`src/rtl/seq_pkg.sv`:
```
// ---------------------------------------------------------------------------
// seq_pkg
// Shared definitions for the merge-sort run-distribution front end.
//   DW, L, RCW : default element width, output FIFO depth, run counter width
//   route_t    : which output stream a run is being written to
//   flip_route : the other output stream
// ---------------------------------------------------------------------------
package seq_pkg;

    localparam int DW  = 8;
    localparam int L   = 16;
    localparam int RCW = 16;

    typedef enum logic {
        SEL_A = 1'b0,
        SEL_B = 1'b1
    } route_t;

    function automatic route_t flip_route(input route_t r);
        return (r == SEL_A) ? SEL_B : SEL_A;
    endfunction

endpackage

```
`src/rtl/seq_splitter_if.sv`:
```
// ---------------------------------------------------------------------------
// seq_splitter_if
// Bundles the input element stream, both output streams and the run counter
// of seq_splitter.
//   data_i/req_i/sos_i -> ack_i       : input stream (ack_i driven by splitter)
//   data_a/req_a       -> ack_a       : output stream A (ack_a from consumer)
//   data_b/req_b       -> ack_b       : output stream B (ack_b from consumer)
//   run_cnt                           : runs started since reset or sos_i
// Modports: slave = splitter side, master = producer/consumer side.
// ---------------------------------------------------------------------------
interface seq_splitter_if #(
    parameter int dw  = seq_pkg::DW,
    parameter int RCW = seq_pkg::RCW
);
    logic [dw-1:0]  data_i;
    logic           req_i;
    logic           sos_i;
    logic           ack_i;

    logic [dw-1:0]  data_a;
    logic           req_a;
    logic           ack_a;

    logic [dw-1:0]  data_b;
    logic           req_b;
    logic           ack_b;

    logic [RCW-1:0] run_cnt;

    modport slave (
        input  data_i, req_i, sos_i, ack_a, ack_b,
        output ack_i, data_a, req_a, data_b, req_b, run_cnt
    );

    modport master (
        output data_i, req_i, sos_i, ack_a, ack_b,
        input  ack_i, data_a, req_a, data_b, req_b, run_cnt
    );

endinterface

```
`src/rtl/split_fifo.sv`:
```
// ---------------------------------------------------------------------------
// split_fifo
// First-word-fall-through FIFO buffering one output stream of seq_splitter.
//   clk, rst           : clock, asynchronous active-high reset
//   din/din_req/din_ack: write side; din_ack = not full
//   dout               : current head entry (raw; meaningful when dout_req=1)
//   dout_req/dout_ack  : read side; dout_req = not empty, pop on req & ack
// Pointers carry one extra wrap bit so full and empty are distinguishable.
// ---------------------------------------------------------------------------
module split_fifo #(
    parameter int dw = seq_pkg::DW,
    parameter int L  = seq_pkg::L
) (
    input  logic          clk,
    input  logic          rst,
    input  logic [dw-1:0] din,
    input  logic          din_req,
    output logic          din_ack,
    output logic [dw-1:0] dout,
    output logic          dout_req,
    input  logic          dout_ack
);

    localparam int AW = $clog2(L);

    logic [dw-1:0] mem_q [L];
    logic [AW:0]   wr_ptr_q;
    logic [AW:0]   rd_ptr_q;
    logic          full;
    logic          empty;
    logic          push;
    logic          pop;

    assign empty = (wr_ptr_q == rd_ptr_q);
    assign full  = (wr_ptr_q[AW] != rd_ptr_q[AW]) &&
                   (wr_ptr_q[AW-1:0] == rd_ptr_q[AW-1:0]);

    // A full FIFO refuses a write even when it is popped in the same cycle,
    // so din_ack never depends on dout_ack.
    assign din_ack  = !full;
    assign dout_req = !empty;
    assign push     = din_req && !full;
    assign pop      = dout_ack && !empty;

    // NOTE: sequential state uses non-blocking assignments so every register
    // samples the pre-edge values of the others.
    always_ff @(posedge clk or posedge rst) begin
        if (rst) begin
            wr_ptr_q <= '0;
            rd_ptr_q <= '0;
        end else begin
            if (push) wr_ptr_q <= wr_ptr_q + (AW+1)'(1);
            if (pop)  rd_ptr_q <= rd_ptr_q + (AW+1)'(1);
        end
    end

    // NOTE: the storage array is deliberately not reset; clearing the
    // pointers already makes every entry invisible, and a resettable array
    // cannot map onto RAM.
    always_ff @(posedge clk) begin
        if (push) mem_q[wr_ptr_q[AW-1:0]] <= din;
    end

    assign dout = mem_q[rd_ptr_q[AW-1:0]];

endmodule

```
`src/rtl/seq_splitter.sv`:
```
// ---------------------------------------------------------------------------
// seq_splitter
// Splits one element stream into two, sending each maximal non-decreasing
// run alternately to output A and output B, each behind its own FIFO.
//   clk, rst : clock, asynchronous active-high reset
//   bus      : seq_splitter_if.slave (input stream, outputs A/B, run_cnt)
// Only data_i/req_i/sos_i -> ack_i is combinational; outputs come straight
// from FIFO state, giving one cycle of latency.
// ---------------------------------------------------------------------------
module seq_splitter
    import seq_pkg::*;
#(
    parameter int dw  = seq_pkg::DW,
    parameter int L   = seq_pkg::L,
    parameter int RCW = seq_pkg::RCW
) (
    input  logic          clk,
    input  logic          rst,
    seq_splitter_if.slave bus
);

    route_t         sel_q;
    route_t         sel_d;
    logic [dw-1:0]  prev_q;
    logic           have_prev_q;
    logic [RCW-1:0] run_cnt_q;
    logic [RCW-1:0] run_cnt_d;

    route_t         target;
    logic           new_run;
    logic           xfer;

    logic           ack_fa;
    logic           ack_fb;
    logic [dw-1:0]  head_a;
    logic [dw-1:0]  head_b;
    logic           nonempty_a;
    logic           nonempty_b;

    // Route decision: a value smaller than the previous one closes the run
    // and switches outputs; equal values continue the current run.
    // NOTE: every signal gets a default at the top of the block so no path
    // leaves it unassigned and no latch is inferred.
    always_comb begin
        target  = sel_q;
        new_run = 1'b0;
        if (bus.sos_i || !have_prev_q) begin
            target  = SEL_A;
            new_run = 1'b1;
        end else if (bus.data_i < prev_q) begin
            target  = flip_route(sel_q);
            new_run = 1'b1;
        end
    end

    assign bus.ack_i = (target == SEL_A) ? ack_fa : ack_fb;
    assign xfer      = bus.req_i && bus.ack_i;

    always_comb begin
        sel_d     = sel_q;
        run_cnt_d = run_cnt_q;
        if (xfer) begin
            sel_d = target;
            if (bus.sos_i)    run_cnt_d = RCW'(1);
            else if (new_run) run_cnt_d = run_cnt_q + RCW'(1);
        end
    end

    always_ff @(posedge clk or posedge rst) begin
        if (rst) begin
            sel_q       <= SEL_A;
            prev_q      <= '0;
            have_prev_q <= 1'b0;
            run_cnt_q   <= '0;
        end else begin
            sel_q     <= sel_d;
            run_cnt_q <= run_cnt_d;
            if (xfer) begin
                prev_q      <= bus.data_i;
                have_prev_q <= 1'b1;
            end
        end
    end

    split_fifo #(.dw(dw), .L(L)) u_fifo_a (
        .clk      (clk),
        .rst      (rst),
        .din      (bus.data_i),
        .din_req  (bus.req_i && (target == SEL_A)),
        .din_ack  (ack_fa),
        .dout     (head_a),
        .dout_req (nonempty_a),
        .dout_ack (bus.ack_a)
    );

    split_fifo #(.dw(dw), .L(L)) u_fifo_b (
        .clk      (clk),
        .rst      (rst),
        .din      (bus.data_i),
        .din_req  (bus.req_i && (target == SEL_B)),
        .din_ack  (ack_fb),
        .dout     (head_b),
        .dout_req (nonempty_b),
        .dout_ack (bus.ack_b)
    );

    // Empty FIFOs present 0 rather than a stale RAM entry.
    assign bus.req_a   = nonempty_a;
    assign bus.req_b   = nonempty_b;
    assign bus.data_a  = nonempty_a ? head_a : '0;
    assign bus.data_b  = nonempty_b ? head_b : '0;
    assign bus.run_cnt = run_cnt_q;

endmodule

```
`src/flat_wrapper.sv`:
```
// flat-port wrapper written by rule: the top's interface ports become plain ports
module seq_splitter_flat import seq_pkg::*;
#(
    parameter int dw  = seq_pkg::DW,
    parameter int L   = seq_pkg::L,
    parameter int RCW = seq_pkg::RCW
)
  (clk, rst, bus_data_i, bus_req_i, bus_sos_i, bus_ack_a, bus_ack_b, bus_ack_i, bus_data_a, bus_req_a, bus_data_b, bus_req_b, bus_run_cnt);
  seq_splitter_if #(.dw(dw), .RCW(RCW)) bus_i ();
  input  logic clk;
  input  logic rst;
  input wire logic [$bits(bus_i.data_i)-1:0] bus_data_i;
  input wire logic [$bits(bus_i.req_i)-1:0] bus_req_i;
  input wire logic [$bits(bus_i.sos_i)-1:0] bus_sos_i;
  input wire logic [$bits(bus_i.ack_a)-1:0] bus_ack_a;
  input wire logic [$bits(bus_i.ack_b)-1:0] bus_ack_b;
  output wire logic [$bits(bus_i.ack_i)-1:0] bus_ack_i;
  output wire logic [$bits(bus_i.data_a)-1:0] bus_data_a;
  output wire logic [$bits(bus_i.req_a)-1:0] bus_req_a;
  output wire logic [$bits(bus_i.data_b)-1:0] bus_data_b;
  output wire logic [$bits(bus_i.req_b)-1:0] bus_req_b;
  output wire logic [$bits(bus_i.run_cnt)-1:0] bus_run_cnt;
  assign bus_i.data_i = bus_data_i;
  assign bus_i.req_i = bus_req_i;
  assign bus_i.sos_i = bus_sos_i;
  assign bus_i.ack_a = bus_ack_a;
  assign bus_i.ack_b = bus_ack_b;
  assign bus_ack_i = bus_i.ack_i;
  assign bus_data_a = bus_i.data_a;
  assign bus_req_a = bus_i.req_a;
  assign bus_data_b = bus_i.data_b;
  assign bus_req_b = bus_i.req_b;
  assign bus_run_cnt = bus_i.run_cnt;
  seq_splitter #(.dw(dw), .L(L), .RCW(RCW)) u_core (.clk(clk), .rst(rst), .bus(bus_i));
endmodule
```
`config.mk`:
```
export PLATFORM = sky130hd
export DESIGN_NAME = seq_splitter_flat
export DESIGN_NICKNAME = d
export VERILOG_FILES = /design/src/rtl/seq_pkg.sv /design/src/rtl/seq_splitter_if.sv /design/src/rtl/split_fifo.sv /design/src/rtl/seq_splitter.sv /design/src/flat_wrapper.sv
export SDC_FILE = /design/constraint.sdc
export NUM_CORES = 1
export LEC_CHECK = 0
export ABC_AREA = 1
export BUFFER_PORTS_ARGS = -buffer_cell sky130_fd_sc_hd__buf_4
export CORE_ASPECT_RATIO = 0.7
export CORE_MARGIN = 8
export CORE_UTILIZATION = 60
export CTS_BUF_LIST = sky130_fd_sc_hd__clkbuf_8
export CTS_CLUSTER_SIZE = 28
export DETAILED_ROUTE_END_ITERATION = 10
export GPL_ROUTABILITY_DRIVEN = 0
export GPL_TIMING_DRIVEN = 0
export PLACE_DENSITY = 0.74
export SLEW_MARGIN = 15
export SYNTH_ARGS = -nofsm -noshare
export SYNTH_HDL_FRONTEND = slang
export SYNTH_SLANG_ARGS = --single-unit
```
`constraint.sdc`:
```
create_clock -name clk -period 2.68 [get_ports clk]
set_input_delay 0.134 -clock clk [delete_from_list [all_inputs] [get_ports clk]]
set_output_delay 0.134 -clock clk [all_outputs]
set_load 0.1 [all_outputs]
```
==> run metrics, run 1 <==
initial antenna violation count=0; share of layout cells above drive strength 1=20.7%; cell count after placement=1,397; final wirelength=31,700 um; clock latency on the worst-skew pair=560 ps; diodes inserted=0; Synth Warn #=0; crit-path cells=inv_1 -> ha_1 -> a21oi_1 -> o21a_1 -> nand3_1 -> nand2_2 -> nand4_4 -> buf_2 -> nor3_2; post-route ant nets=0; CTS tree=done; Setup TNS Final=-353 ps; I/O Buffers=48; fin util=71.3%; Final Instance Area=15,300 um^2; Synth top area share=59.2%; worst hold path type=in2reg; EDFF count, synth=256; stages on the worst setup path=9; crit end category=register; Max Cap Viol=0; CP delay by family, top=simple AND/OR/NAND/NOR gates; Max-slew headroom=46.2%; Die Y=139 um; Slowest Stage Delay on Critical Path=630 ps; Final Instance Count excl. Fillers=1,489; Syn Inst Count=1,066; Clock Skew=27.8 ps; Data arrival, critical path=2880 ps; Synth cell types=43; core area=21,500 um^2; Pins Over Slew Limit=0; minimum clock period=2710 ps; commonest non-fill, non-tap cell in the layout=edfxtp_1; run status=complete, but fails checks; gr usage total=23.2%; P per Cell Area=1200 nW/um^2; drt via density=6.05; Final Cycle Share=101%; WHS Path Cells=1; WP buf/inv=2; failing checks=setup timing; Max Freq=369 MHz; Hold Fails Final Rpt=0; syn nets=1,098; crit start category=register; synthesized flop and latch total=302; CP max FO=10; critical path class=reg2reg; starting density of the core=60.5%; io pins=49; post-DR wirelength/cell=21.3 um; Required @ worst endpoint=2850 ps; first-iteration detailed-routing DRC count=1,112; drt pass-1 iters=5; Synth area leader=edfxtp_1; Primary FF master, synth=edfxtp_1; vias in the first global route=8,540; H-tree lvl count=2; Seq/Total Area, Yosys=68.1%; largest net degree at the start of global routing=35; Rows=45; most frequent cells in the layout=edfxtp_1, nor2_1, nand2_1; gr ovfl total=0; Clock transition at path regs=70 ps; Leak Pwr=5.63 nW; # setup viols final=16; worst vdd ir=951 uV; ranking of synthesized cells by area=edfxtp_1, dfrtp_1, nor2_1; CTS Buffer Depth=3; Vias=9,014; Syn Std Cell Area=13,000 um^2; HPWL Detailed=20,800 um; setup ws final=-31.3 ps; Num CTS Buffers=46; Synth async-reset ratio=15.2%; worst r2r path cells=9; mean post-synth cell area=12.2 um^2; worst slew pin tran=803 ps; Die ar.=26,700 um^2; clk sink count=302; die width=192 um; CTS root buf=clkbuf_8; DRC violations left=0; CP max stage cell=nor3_2; first-pass GRT wire length=48,200 um; DP Area=13,800 um^2; RSZ-0062 raised after global routing=true; Layout area overhead=17.8%; nets=1,203
power breakdown:
group	leakage (nW)	internal (mW)	switching [mW]
registers	2.88	5.55	0.283
clock network	0.505	1.83	1.74
logic	2.25	2.56	6.39
total	5.63	9.94	8.41
flip-flops by register name, indices dropped and copies added (netlist names):
signal                    count
u_core.u_fifo_a.mem_q       128
u_core.u_fifo_b.mem_q       128
u_core.bus.run_cnt           16
u_core.prev_q                 8
u_core.u_fifo_a.rd_ptr_q      5
u_core.u_fifo_a.wr_ptr_q      5
u_core.u_fifo_b.rd_ptr_q      5
u_core.u_fifo_b.wr_ptr_q      5
u_core.have_prev_q            1
u_core.sel_q                  1
metrics by stage:
step           power, mW  hold WS [ps]  setup WS (ps)
2_1_floorplan       11.8           233           -377
5_1_grt             19.1          17.1           -156
3_5_place_dp        13.9           168           -520
3_3_place_gp        13.7           439           -626
4_1_cts             17.8          5.08           -338
6_report            18.4          23.1          -31.3
per-layer routing:
metal	share of wire, %	global-route usage (%)
met4	1.4	5.58
met5	0	0
met1	45	36.0
met3	11	7.01
met2	42	31.2
cells in the mapped netlist, types with 18 or more instances:
cell type,count
o32ai_1,40
nor3_1,21
clkbuf_1,22
ha_1,18
dfrtp_1,46
xor2_1,21
edfxtp_1,256
nand3_1,38
inv_1,50
mux2i_1,24
o21ai_0,68
nor2_1,192
nand2_1,128
o221ai_1,24
final cells by class:
cell class | instances | area (um^2)
Timing Repair Buffer | 57 | 547
Multi-Input combinational cell | 657 | 4110
Clock inverter | 30 | 124
Fill cell | 1431 | 6170
Tap cell | 282 | 353
Buffer | 52 | 357
Inverter | 55 | 209
Clock buffer | 54 | 743
Sequential cell | 302 | 8840
kinds of logic (layout without fill, tap and decap cells):
kind of cell | count (synthesis) | after routing | synth area share (%)
simple gates | 406 | 406 | 13.3
flops | 302 | 302 | 68.1
compound gates | 181 | 181 | 9.40
buf+inv | 107 | 248 | 3.75
xor+xnor | 28 | 28 | 1.89
mux | 24 | 24 | 1.85
fa+ha+maj | 18 | 18 | 1.73
worst paths after layout:
check / endpoint / slack (ps) / from
worst max-delay path: u_core.u_fifo_b.mem_q[0][5] / -30 / u_core.prev_q[5]
worst min-delay path: u_core.u_fifo_a.mem_q[12][4] / 20 / bus_data_i[4]
worst max register to register: u_core.u_fifo_b.mem_q[0][5] / -30 / u_core.prev_q[5]
worst min register to register: u_core.have_prev_q / 480 / u_core.have_prev_q
max in group asynchronous: u_core.u_fifo_b.rd_ptr_q[0] / 2010 / rst
min in group asynchronous: u_core.u_fifo_a.rd_ptr_q[3] / 150 / rst
timing repair:
item,in CTS,in global routing
pin swaps,0,4
endpoints found under the hold margin,58,0
resized for setup,72,69
endpoints found under the setup margin,230,222
hold buffers,5,0
setup buffers,0,3
Note: power is estimated with default switching activity, not from simulation.
==> run 2, diff against run 1 <==
--- a/config.mk
+++ b/config.mk
@@ -15,7 +15,7 @@
 export DETAILED_ROUTE_END_ITERATION = 10
 export GPL_ROUTABILITY_DRIVEN = 0
 export GPL_TIMING_DRIVEN = 0
-export PLACE_DENSITY = 0.74
+export PLACE_DENSITY = 0.89
 export SLEW_MARGIN = 15
 export SYNTH_ARGS = -nofsm -noshare
 export SYNTH_HDL_FRONTEND = slang
==> run 2 against run 1 <==
The flow finishes with violations (hold timing, setup timing). Non-clock buffer count rose by 26. Power is 9.2% higher. First-iteration DRC count increased by 93%. Highest routed layer unchanged.
==> run metrics, run 2 (synthesis results as in run 1) <==
nets=1,227 (+2.0%); first-iteration detailed-routing DRC count=2,143 (+93%); Clock Skew=54.1 ps (+26.3 ps); worst hold path type=in2reg; Die Y=139 um (unchanged); gr usage total=26.2% (+3.1 points); share of layout cells above drive strength 1=23.3% (+2.6 points); P per Cell Area=1270 nW/um^2 (+5.6%); crit end category=register; Pins Over Slew Limit=0 (unchanged); # setup viols final=235 (+219); minimum clock period=2950 ps (+241 ps); CTS root buf=clkbuf_8; vias in the first global route=9,688 (+13%); gr ovfl total=0 (unchanged); Hold Fails Final Rpt=7 (+7); Rows=45 (unchanged); diodes inserted=0 (unchanged); first-pass GRT wire length=54,200 um (+12%); Data arrival, critical path=3180 ps (+300 ps); critical path class=reg2reg; H-tree lvl count=2 (unchanged); die width=192 um (unchanged); Layout area overhead=21.8%; Max Cap Viol=0 (unchanged); CP max FO=10 (unchanged); worst slew pin tran=1140 ps (+334 ps); commonest non-fill, non-tap cell in the layout=edfxtp_1; CTS Buffer Depth=3 (unchanged); final wirelength=44,100 um (+39%); worst vdd ir=1210 uV (+27%); I/O Buffers=48 (unchanged); register area=8840 um^2 (about the same); Setup Slack @ Placement=-590 ps (-70.2 ps); total power=20.0 mW (+9.2%); Final Instance Count excl. Fillers=1,510 (+1.4%); drt pass-1 iters=6 (+1); Max-slew headroom=24.0% (-22 points); RSZ-0062 raised after global routing=true; drt via density=7.15 (+18%); post-route ant nets=0 (unchanged); HPWL Detailed=20,700 um (-0.39%); initial antenna violation count=0 (unchanged); setup ws final=-273 ps (-241 ps); Vias=10,800 (+20%); Die ar.=26,700 um^2 (unchanged); io pins=49 (unchanged); failing checks=hold timing, setup timing; clk sink count=302 (unchanged); starting density of the core=60.5% (unchanged); smallest hold slack=-15.2 ps (-38.4 ps); Required @ worst endpoint=2910 ps (+60 ps); Final Cycle Share=110% (+9.0 points); Leak Pwr=5.87 nW (+4.3%); CTS tree=done; area of the multi-input gates=4250 um^2 (+3.3%); post-DR wirelength/cell=29.2 um (+37%); core area=21,500 um^2 (unchanged); Clock transition at path regs=90 ps (+20 ps); DRC violations left=0 (unchanged); run status=complete, but fails checks; Fillers=1,118 (-22%); cell count after placement=1,397 (unchanged); clock latency on the worst-skew pair=600 ps (+40 ps); crit start category=register; Max Freq=339 MHz (-8.2%); largest net degree at the start of global routing=37 (+5.7%); most frequent cells in the layout=edfxtp_1, nor2_1, nand2_1; Num CTS Buffers=44 (-4.3%)
## run 2: metrics by stage
stage	TNS (ps)	hold WS, ps	util, %	instance area [um^2]
finish	-19710	-15.2	73.7	15800
global route	-41220	-21.0	73.7	15800
CTS	-12450	0.785	69.9	15000
detailed placement	-53230	99.0	64.3	13800
global placement	-48780	448	64.1	13700
floorplan	-3020	233	-	13000
## run 2: layout make-up
| class | instances | share of cell area, % |
|---|---|---|
| Tap cell | 282 | 2.23 |
| Buffer | 52 | 2.50 |
| Multi-Input combinational cell | 657 | 26.8 |
| Inverter | 55 | 1.38 |
| Sequential cell | 302 | 55.9 |
| Clock inverter | 30 | 1.02 |
| Clock buffer | 49 | 4.26 |
| Timing Repair Buffer | 83 | 5.82 |
## run 2: critical path: stages (launching register included)
cell	delay [ps]
dfrtp_1	370
inv_1	110
ha_1	260
a21oi_1	180
o21a_1	230
nand3_1	180
nand3_2	150
nand3_4	160
inv_2	130
buf_6	180
nand2_2	150
nor2_2	490
## run 2: power breakdown
group,switching [mW],internal [mW]
registers,0.375,5.55
logic,7.53,2.86
clock network,1.95,1.78
## run 2: final timing paths
check                           depth (start not counted)                          end                   startpoint  slack (ps)
max in group asynchronous                               4  u_core.u_fifo_a.rd_ptr_q[0]                          rst        2110
worst min register to register                          1  u_core.u_fifo_a.rd_ptr_q[4]  u_core.u_fifo_a.rd_ptr_q[4]         530
worst min-delay path                                    1  u_core.u_fifo_b.mem_q[9][3]                bus_data_i[3]         -20
min in group asynchronous                               3       u_core.bus.run_cnt[12]                          rst          50
worst max register to register                         11  u_core.u_fifo_a.mem_q[1][1]             u_core.prev_q[7]        -270
worst max-delay path                                   11  u_core.u_fifo_a.mem_q[1][1]             u_core.prev_q[7]        -270
## run 2: per-layer routing
layer	vias up	GRT usage, %	routed length [um]
met2	1363	39.3	18900
met3	322	8.09	8010
met1	4990	34.9	14100
met5	-	0	0
li1	4122	-	-
met4	0	11.4	3080
## run 2: what timing repair did
item                                    CTS  global route
cloned                                    0             1
endpoints found under the setup margin  231           266
hold endpoints to repair                 67             0
gates resized for setup                  81           106
hold buffers                              8             0
buffers inserted                          0            25
pin swaps                                 1            25
==> run 3, diff against run 2 <==
--- a/config.mk
+++ b/config.mk
@@ -5,7 +5,6 @@
 export SDC_FILE = /design/constraint.sdc
 export NUM_CORES = 1
 export LEC_CHECK = 0
-export ABC_AREA = 1
 export BUFFER_PORTS_ARGS = -buffer_cell sky130_fd_sc_hd__buf_4
 export CORE_ASPECT_RATIO = 0.7
 export CORE_MARGIN = 8
@@ -15,7 +14,7 @@
 export DETAILED_ROUTE_END_ITERATION = 10
 export GPL_ROUTABILITY_DRIVEN = 0
 export GPL_TIMING_DRIVEN = 0
-export PLACE_DENSITY = 0.89
+export PLACE_DENSITY = 0.74
 export SLEW_MARGIN = 15
 export SYNTH_ARGS = -nofsm -noshare
 export SYNTH_HDL_FRONTEND = slang
==> run 3 against run 2 <==
The run ends with setup timing left. Largest power group unchanged. Worst setup slack improved by 91 ps. Wire length decreased by 34%. Synthesized cell count down 36%. Die area fell by 1.9%. Maximum frequency rose by 3.2%. Combinational power up 8%. Critical endpoint is now u_core.u_fifo_b.mem_q[4][0].
==> run metrics, run 3 <==
P per Cell Area=1290 nW/um^2 (+1.7%); CTS tree=done; largest family of logic cells by synthesized area=multiplexers; Synth async-reset ratio=15.2% (unchanged); Die ar.=26,200 um^2 (-1.9%); Max Freq=349 MHz (+3.2%); critical path class=reg2reg; worst hold path type=in2reg; most frequent cells in the layout=edfxtp_1, mux4_2, buf_4; crit end category=register; syn nets=718 (-35%); nets=870 (-29%); setup ws final=-182 ps (+90.5 ps); Fillers=1,062 (-5.0%); EDFF count, synth=256 (unchanged); CP max FO=8 (-2); Data arrival, critical path=3090 ps (-90 ps); gr ovfl total=0 (unchanged); mean post-synth cell area=18.5 um^2 (+52%); vias in the first global route=7,396 (-24%); starting density of the core=61.2% (+0.69 points); largest net degree at the start of global routing=35 (-5.4%); Vias=7,234 (-33%); crit-path cells=inv_2 -> ha_4 -> a211o_4 -> a2111oi_4 -> o21a_4 -> nor3_4 -> buf_6 -> nor2_4 -> buf_6 -> buf_12 -> and3_4; DRC violations left=0 (unchanged); Pins Over Slew Limit=0 (unchanged); post-route ant nets=0 (unchanged); Primary FF master, synth=edfxtp_1; cell with the most instances after synthesis=edfxtp_1; Synth area leader=edfxtp_1; Clock Power Share=16.0% (-2.6 points); share of layout cells above drive strength 1=40.8% (+17 points); Syn Std Cell Area=12,700 um^2 (-2.1%); Required @ worst endpoint=2910 ps (about the same); ranking of synthesized cells by area=edfxtp_1, mux4_2, dfrtp_1; Syn Inst Count=686 (-36%); Slowest Stage Delay on Critical Path=430 ps (-60 ps); RSZ-0062 raised after global routing=true; Clock Skew=22.9 ps (-31.2 ps); worst vdd ir=2330 uV (+92%); clk sink count=302 (unchanged); failing checks=setup timing; Max Cap Viol=0 (unchanged); Setup Slack @ Placement=-844 ps (-254 ps); # setup viols final=182 (-23%); Synth Area in Compound Gates=3.02% (-6.4 points); worst slew pin tran=907 ps (-230 ps); die width=190 um (-0.99%); diodes inserted=0 (unchanged); core area=20,800 um^2 (-3.2%); post-DR wirelength/cell=25.5 um (-13%); Seq/Total Area, Yosys=69.6% (+1.5 points); mux share of post-synthesis cell area=15.2% (+13 points); post-synthesis adder-cell area fraction=1.77% (+0.038 points); Final Cycle Share=107% (-3.4 points); combinational share of power=54.6% (+2.8 points); initial antenna violation count=3 (+3); Hold Fails Final Rpt=0 (-7); CTS Buffer Depth=3 (unchanged); commonest non-fill, non-tap cell in the layout=edfxtp_1; clock latency on the worst-skew pair=540 ps (-60 ps); drt pass-1 iters=5 (-1); Sw Ratio=40.9% (-8.3 points); final wirelength=29,300 um (-34%); H-tree lvl count=2 (unchanged); minimum clock period=2860 ps (-90.5 ps); first-iteration detailed-routing DRC count=765 (-64%); CTS root buf=clkbuf_8; I/O Buffers=47 (-2.1%); CP delay by family, top=compound AO/OA/AOI/OAI gates; io pins=49 (unchanged); Die Y=138 um (-0.96%); run status=complete, but fails checks; CP max stage cell=a2111oi_4; switching power=8.38 mW (-15%); area fraction in and, or, nand and nor cells after synthesis=6.54% (-6.8 points); Clock transition at path regs=70 ps (-20 ps); Leak Pwr=5.61 nW (-4.4%); Max-slew headroom=39.0% (+15 points); crit start category=register; synthesized flop and latch total=302 (unchanged); Rows=44 (-2.2%); most frequent cell on the critical path=buf_6; Sequential Power Share=29.4% (about the same); Num CTS Buffers=44 (unchanged); Synth cell types=52 (+21%); Synth Warn #=0 (unchanged); P_int=12.1 mW (+19%); WP buf/inv=4 (+1); Layout area overhead=25.0%; fin util=76.5% (+2.8 points); HPWL Detailed=17,400 um (-16%); Synth top cells by count=edfxtp_1, mux4_2, dfrtp_1, nor2_1; gr usage total=22.4% (-3.9 points); first-pass GRT wire length=43,700 um (-19%); XOR/XNOR share of the synthesized area=1.93% (+0.041 points); Synth top area share=60.5% (+1.3 points); drt via density=6.30 (-12%)
[run 3: path summary, 6_finish.rpt]
| path | start | slack (ps) | to | cells past startpoint |
|---|---|---|---|---|
| min in group asynchronous | rst | 150 | u_core.bus.run_cnt[12] | 3 |
| hold / removal | bus_data_i[5] | 30 | u_core.u_fifo_a.mem_q[8][5] | 1 |
| max in group asynchronous | rst | 2020 | u_core.u_fifo_a.rd_ptr_q[4] | 4 |
| hold reg to reg | u_core.prev_q[6] | 510 | u_core.prev_q[6] | 1 |
| setup reg to reg | u_core.prev_q[5] | -180 | u_core.u_fifo_b.mem_q[4][0] | 11 |
| setup / recovery | u_core.prev_q[5] | -180 | u_core.u_fifo_b.mem_q[4][0] | 11 |
[run 3: routing by layer]
metal	up-vias	wire [um]	global-route usage (%)
met3	47	2490	4.78
li1	3064	-	-
met2	357	13800	33.9
met4	0	435	6.54
met5	-	0	0
met1	3766	12600	32.6
[run 3: cell families (layout without fill, tap and decap cells)]
kind of cell	after synthesis	after routing
flip-flops	302	302
adder cells (fa/ha/maj)	18	18
AO/OA/AOI/OAI	47	47
multiplexers	91	91
XOR/XNOR	28	28
AND/OR/NAND/NOR	147	147
buffers and inverters	53	240
[run 3: through the flow]
step | hold WS [ps] | area, um^2 | setup TNS (ps) | instances | power, mW
floorplan | 233 | 12800 | 0 | 686 | 12.4
global placement | 490 | 13500 | -122120 | 1009 | 14.1
detailed placement | 159 | 13500 | -157400 | 1010 | 14.3
CTS | 6.43 | 15600 | -4110 | 1131 | 19.9
global route | 18.5 | 15900 | -31600 | 1149 | 21.2
finish | 34.0 | 15900 | -17410 | 1149 | 20.5
[run 3: layout make-up]
type	instances	area [um^2]	area share, %
inverters	21	82.6	0.520
repair buffers	106	1330	8.38
well taps	276	345	2.17
clock inverters	36	151	0.953
flip-flops and latches	302	8840	55.6
plain buffers	32	344	2.17
clock buffers	45	619	3.90
multi-input cells	331	4170	26.3
[run 3: power by group through the flow]
| stage | clock network [mW] | registers, mW | logic [mW] |
|---|---|---|---|
| after floorplan | 0 | 6.41 | 5.97 |
| after global placement | 0 | 6.06 | 8.03 |
| after detailed placement | 0 | 6.09 | 8.19 |
| after CTS | 3.32 | 6.00 | 10.6 |
| after global routing | 3.55 | 6.07 | 11.6 |
| final | 3.29 | 6.02 | 11.2 |
[run 3: worst reg2reg max path, cell delays in order (launching register included)]
cell and delay [ps]:
dfrtp_1 380, inv_2 70, ha_4 200, a211o_4 350, a2111oi_4 430, o21a_4 220, nor3_4 70, buf_6 160
nor2_4 160, buf_6 140, buf_12 100, and3_4 290
[run 3: timing repair]
action | CTS | global route
gates resized for setup | 202 | 33
pin swaps | 26 | 11
hold endpoints to repair | 51 | 0
setup buffers | 32 | 17
cloned | 5 | 2
hold buffers | 3 | 0
endpoints found under the setup margin | 275 | 300
